**config.mk**
```make
export PLATFORM = sky130hd
export DESIGN_NAME = pixel_controller
export DESIGN_NICKNAME = d
export VERILOG_FILES = /design/src/rtl/pixel_controller.sv
export SDC_FILE = /design/constraint.sdc
export NUM_CORES = 1
export LEC_CHECK = 0
export ABC_CLOCK_PERIOD_IN_PS = 2400
export CORE_AREA = 2 2 48 72
export CTS_BUF_LIST = sky130_fd_sc_hd__clkbuf_8
export DETAILED_ROUTE_END_ITERATION = 6
export DIE_AREA = 0 0 50 74
export PLACE_DENSITY = 0.87
export SYNTH_ARGS = -nofsm -noshare
export SYNTH_HDL_FRONTEND = slang
export SYNTH_SLANG_ARGS = --single-unit
```
**constraint.sdc**
```tcl
create_clock -name clk -period 2.4 [get_ports clk]
set_input_delay 0.48 -clock clk [delete_from_list [all_inputs] [get_ports clk]]
set_output_delay 0.48 -clock clk [all_outputs]
set_load 0.01 [all_outputs]
```
**src/rtl/pixel_controller.sv**
```systemverilog
// Scan sequencer for an 8-digit seven-segment display: steps the digit select through 0..7
// and drives the matching active-low anode, with a blanking interval at each slot start.
module pixel_controller #(
    parameter int unsigned TICK_DIV     = 100000,
    parameter int unsigned BLANK_CYCLES = 16
) (
    input  logic       clk,
    input  logic       reset,
    input  logic       scan_en,
    input  logic [7:0] digit_en,
    output logic [2:0] seg_sel,
    output logic [7:0] anode,
    output logic       frame_done
);

    localparam int unsigned CntW = (TICK_DIV > 1) ? $clog2(TICK_DIV) : 1;
    localparam logic [CntW-1:0] CntLast  = CntW'(TICK_DIV - 1);
    localparam logic [CntW-1:0] CntBlank = CntW'(BLANK_CYCLES);

    typedef enum logic {
        StBlank,
        StDrive
    } state_e;

    state_e          state_q, state_d;
    logic [CntW-1:0] cnt_q, cnt_d;
    logic [2:0]      seg_sel_q, seg_sel_d;
    logic [7:0]      anode_q, anode_d;
    logic            frame_done_q, frame_done_d;

    always_comb begin
        state_d      = state_q;
        cnt_d        = cnt_q;
        seg_sel_d    = seg_sel_q;
        anode_d      = 8'hFF;
        frame_done_d = 1'b0;

        if (!scan_en) begin
            cnt_d   = '0;
            state_d = StBlank;
        end else if (cnt_q == CntLast) begin
            // Slot end: the select only advances on the edge that darkens the display.
            cnt_d        = '0;
            state_d      = StBlank;
            seg_sel_d    = seg_sel_q + 3'd1;
            frame_done_d = (seg_sel_q == 3'd7);
        end else begin
            cnt_d   = cnt_q + 1'b1;
            state_d = (cnt_d >= CntBlank) ? StDrive : StBlank;
            if (state_d == StDrive && digit_en[seg_sel_q]) begin
                anode_d = ~(8'h01 << seg_sel_q);
            end
        end
    end

    always_ff @(posedge clk or posedge reset) begin
        if (reset) begin
            state_q      <= StBlank;
            cnt_q        <= '0;
            seg_sel_q    <= 3'd0;
            anode_q      <= 8'hFF;
            frame_done_q <= 1'b0;
        end else begin
            state_q      <= state_d;
            cnt_q        <= cnt_d;
            seg_sel_q    <= seg_sel_d;
            anode_q      <= anode_d;
            frame_done_q <= frame_done_d;
        end
    end

    assign seg_sel    = seg_sel_q;
    assign anode      = anode_q;
    assign frame_done = frame_done_q;

endmodule

```
==> impl_metrics.csv <==
group,metric,value,unit
logic_synthesis,yosysSeqAreaShare,44.8,%
sta,clock_skew,0.00845,ns
clock_tree,path_clk_slew,0.07,ns
sta,hold_ws,0.529,ns
clock_tree,cts_made_buffers,5,
drt,drtAntennaViolNets,0,
global_routing,grt_first_pass_wirelength,6.00,mm
clock_tree,max-clock-path-buffers,2,
clock_tree,clock_latency,0.29,ns
sta,slew_headroom,58.7,%
logic_synthesis,synth_cells,163,
sta,slew_violations,0,
logic_synthesis,ys_ff_latch,29,
sta,setup-violations-final,0,
drt,num_vias,1328,
worst_hold_path,hp-class,"reg -> reg",
worst_hold_path,whs_path_depth,1,
layout,drive_gt1_share,17.4,%
floorplan,pin_count,23,
outcome,status,"finished clean",
worst_setup_path,required,2.62,ns
worst_setup_path,end_kind,"flop",
clock_tree,cts_tree,"yes",
drt,wire_per_inst,15.6,um
drt,drc,0,
placed_design,pre_cts_ws,0.203,ns
power,irDropWorstVdd,460,uV
clock_tree,htree_levels,2,
clock_tree,cts.sinks,29,
layout,syn_to_final_growth,22.6,%
flow_run,maxCapViolCount,0,
placed_design,dp_hpwl,2.48,mm
floorplan,fp.dieW,50,um
sta,max_freq,434,MHz
sta,final_hold_viol_count,0,
sta,timing.final.crit_share,96.1,%
global_routing,grt_max_degree,30,
worst_setup_path,start_kind,"flop",
power,p_leak,0.848,nW
sta,worstMarginPinSlew,0.614,ns
worst_setup_path,crit_type,"reg -> reg",
floorplan,dieArea,0.00370,sq mm
drt,drt_iter0_markers,46,
sta,setup_tns,0,ns
worst_setup_path,r2r_cells,7,
sta,fin_ws,0.0935,ns
placed_design,numPortBuffers,22,
floorplan,initial_core_util,53.1,%
logic_synthesis,netlist_area,0.00164,sq mm
layout,fillers,212,
worst_setup_path,timing.rr.end,"anode[5]$_DFF_PP1_",
logic_synthesis,syn_area_per_cell,10.1,sq um
global_routing,antenna_found_initial,0,
floorplan,core-area,0.00310,sq mm
layout,fin_util,65.1,%
logic_synthesis,synthDistinctLibCells,38,
worst_hold_path,hp-start,"cnt_q[0]$_DFF_PP0_",
drt,vias_per_cell,5.77,
floorplan,fp-row-count,25,
layout,n_antenna_cell,0,
worst_setup_path,rrSetupSlack,0.09,ns
placed_design,gp_congestion,0.864,
drt,dr.pass1.iters,4,
clock_tree,cts-root-buf,"clkbuf_8",
global_routing,first_global_vias,1314,
worst_setup_path,arrival,2.53,ns
floorplan,die_height,74,um
global_routing,grt_usage,21.8,%
drt,drt-total-wl,3.59,mm
logic_synthesis,syn_nets,182,
power,power.total,1.07,mW
layout,final_net_count,208,
worst_setup_path,cp_max_fo,8,
power,powerDensity,533,mW/mm^2
worst_hold_path,min_to,"cnt_q[0]$_DFF_PP0_",
sta,fin_crit,2.31,ns
worst_setup_path,reg2reg_from,"cnt_q[0]$_DFF_PP0_",
logic_synthesis,ys_warn_count,0,
global_routing,overflow,0,
[worst max-delay path: stages, from the launching register on]
cell and delay, ns:
dfrtp_1 0.41, ha_1 0.23, nand4_1 0.14, nor3_1 0.35, mux2_2 0.39, o31ai_1 0.29, o211ai_2 0.25, nand4_1 0.18
[state kept, by name, summed over array words and instances, names as in the netlist]
signal      count
frame_done      1
anode           8
cnt_q          17
seg_sel         3
[how the worst max path moves through the flow]
stage / start / end / slack [ns]
6_report: cnt_q[0]$_DFF_PP0_ / anode[5]$_DFF_PP1_ / 0.09
5_1_grt: cnt_q[5]$_DFF_PP0_ / anode[5]$_DFF_PP1_ / -0.05
4_1_cts: cnt_q[5]$_DFF_PP0_ / anode[5]$_DFF_PP1_ / 0.14
3_5_place_dp: cnt_q[0]$_DFF_PP0_ / anode[5]$_DFF_PP1_ / 0.20
3_3_place_gp: cnt_q[0]$_DFF_PP0_ / anode[6]$_DFF_PP1_ / 0.32
2_1_floorplan: cnt_q[0]$_DFF_PP0_ / anode[0]$_DFF_PP1_ / 0.30
[synth_stat cells]
master,n,area [sq um]
nor2_1,25,93.8
dfrtp_1,21,526
nand4_1,12,75.1
xnor2_1,11,96.3
nand3_1,10,50.1
dfstp_2,8,210
ha_1,8,100
nand2_1,7,26.3
inv_1,6,22.5
xor2_1,5,43.8
and2_1,4,25.0
nor3_1,4,20.0
a21oi_1,3,15.0
and3_1,3,18.8
nor4_1,3,18.8
o21ai_0,3,15.0
or3_1,3,18.8
and3_2,2,15.0
buf_4,2,15.0
buf_6,2,22.5
mux2i_1,2,20.0
mux4_2,2,45.0
or4_1,2,15.0
a221oi_2,1,15.0
a31o_2,1,8.76
and2_2,1,7.51
buf_2,1,5.00
clkbuf_1,1,3.75
clkbuf_2,1,5.00
inv_2,1,3.75
mux2_2,1,11.3
mux2_4,1,15.0
nand2_4,1,11.3
nand4b_1,1,8.76
nor4b_1,1,8.76
o211ai_2,1,12.5
o31ai_1,1,7.51
or4_4,1,11.3
[kinds of logic (layout without fill, tap and decap cells)]
group	after synthesis	in the layout	synth area share (%)
multiplexers	6	6	5.56
buffers and inverters	14	41	4.72
AO/OA/AOI/OAI	10	10	4.49
XOR/XNOR	16	16	8.53
adder cells (fa/ha/maj)	8	8	6.09
AND/OR/NAND/NOR	80	80	25.8
flip-flops	29	29	44.8
[power breakdown]
| part | total (mW) | switching [mW] | internal, mW | leakage (nW) |
|---|---|---|---|---|
| clock network | 0.522 | 0.189 | 0.334 | 0.0626 |
| logic | 0.0517 | 0.0259 | 0.0258 | 0.416 |
| registers | 0.499 | 0.00524 | 0.494 | 0.370 |
[layout make-up]
cell class                      instances  area [sq um]  share of cell area (%)
Clock buffer                            6          82.6                    4.10
Clock inverter                          2          33.8                    1.68
Inverter                                7          26.3                    1.30
Multi-Input combinational cell        120           836                    41.5
Sequential cell                        29           736                    36.5
Tap cell                               40          50.0                    2.48
Timing Repair Buffer                   26           250                    12.4
[layer usage]
layer  wire length, um  part of all wire, %  GRT usage, %
met1              1410                   39          25.1
met2              1910                   53          37.7
met3               201                  5.6          6.22
met4                72                  2.0          9.57
met5                 0                    0             0
[repair_timing]
item                       CTS  global route
resized for setup            0             1
hold buffers                 0             0
setup endpoints to repair    0             8
buffers inserted             0             0
[placed cells by master, fill, tap and decap left out, types with 2 or more instances in the layout]
master / Yosys / layout
clkbuf_8: 0 / 6
nor3_1: 4 / 4
nor2_1: 25 / 25
mux2i_1: 2 / 2
a21oi_1: 3 / 3
dfstp_2: 8 / 8
nand3_1: 10 / 10
mux4_2: 2 / 2
clkdlybuf4s50_1: 0 / 22
xnor2_1: 11 / 11
nor4_1: 3 / 2
and3_2: 2 / 2
nand2_1: 7 / 7
and2_1: 4 / 4
inv_1: 6 / 7
or4_1: 2 / 2
and3_1: 3 / 3
dfrtp_1: 21 / 21
xor2_1: 5 / 5
buf_4: 2 / 4
o21ai_0: 3 / 3
nand4_1: 12 / 12
or3_1: 3 / 3
ha_1: 8 / 8
[metrics by stage]
stage,instances,cell area (sq um)
2_1_floorplan,163,1640
3_3_place_gp,222,1890
5_1_grt,230,2010
4_1_cts,230,2010
6_report,230,2010
3_5_place_dp,222,1890
(Power assumes the default switching activity.)
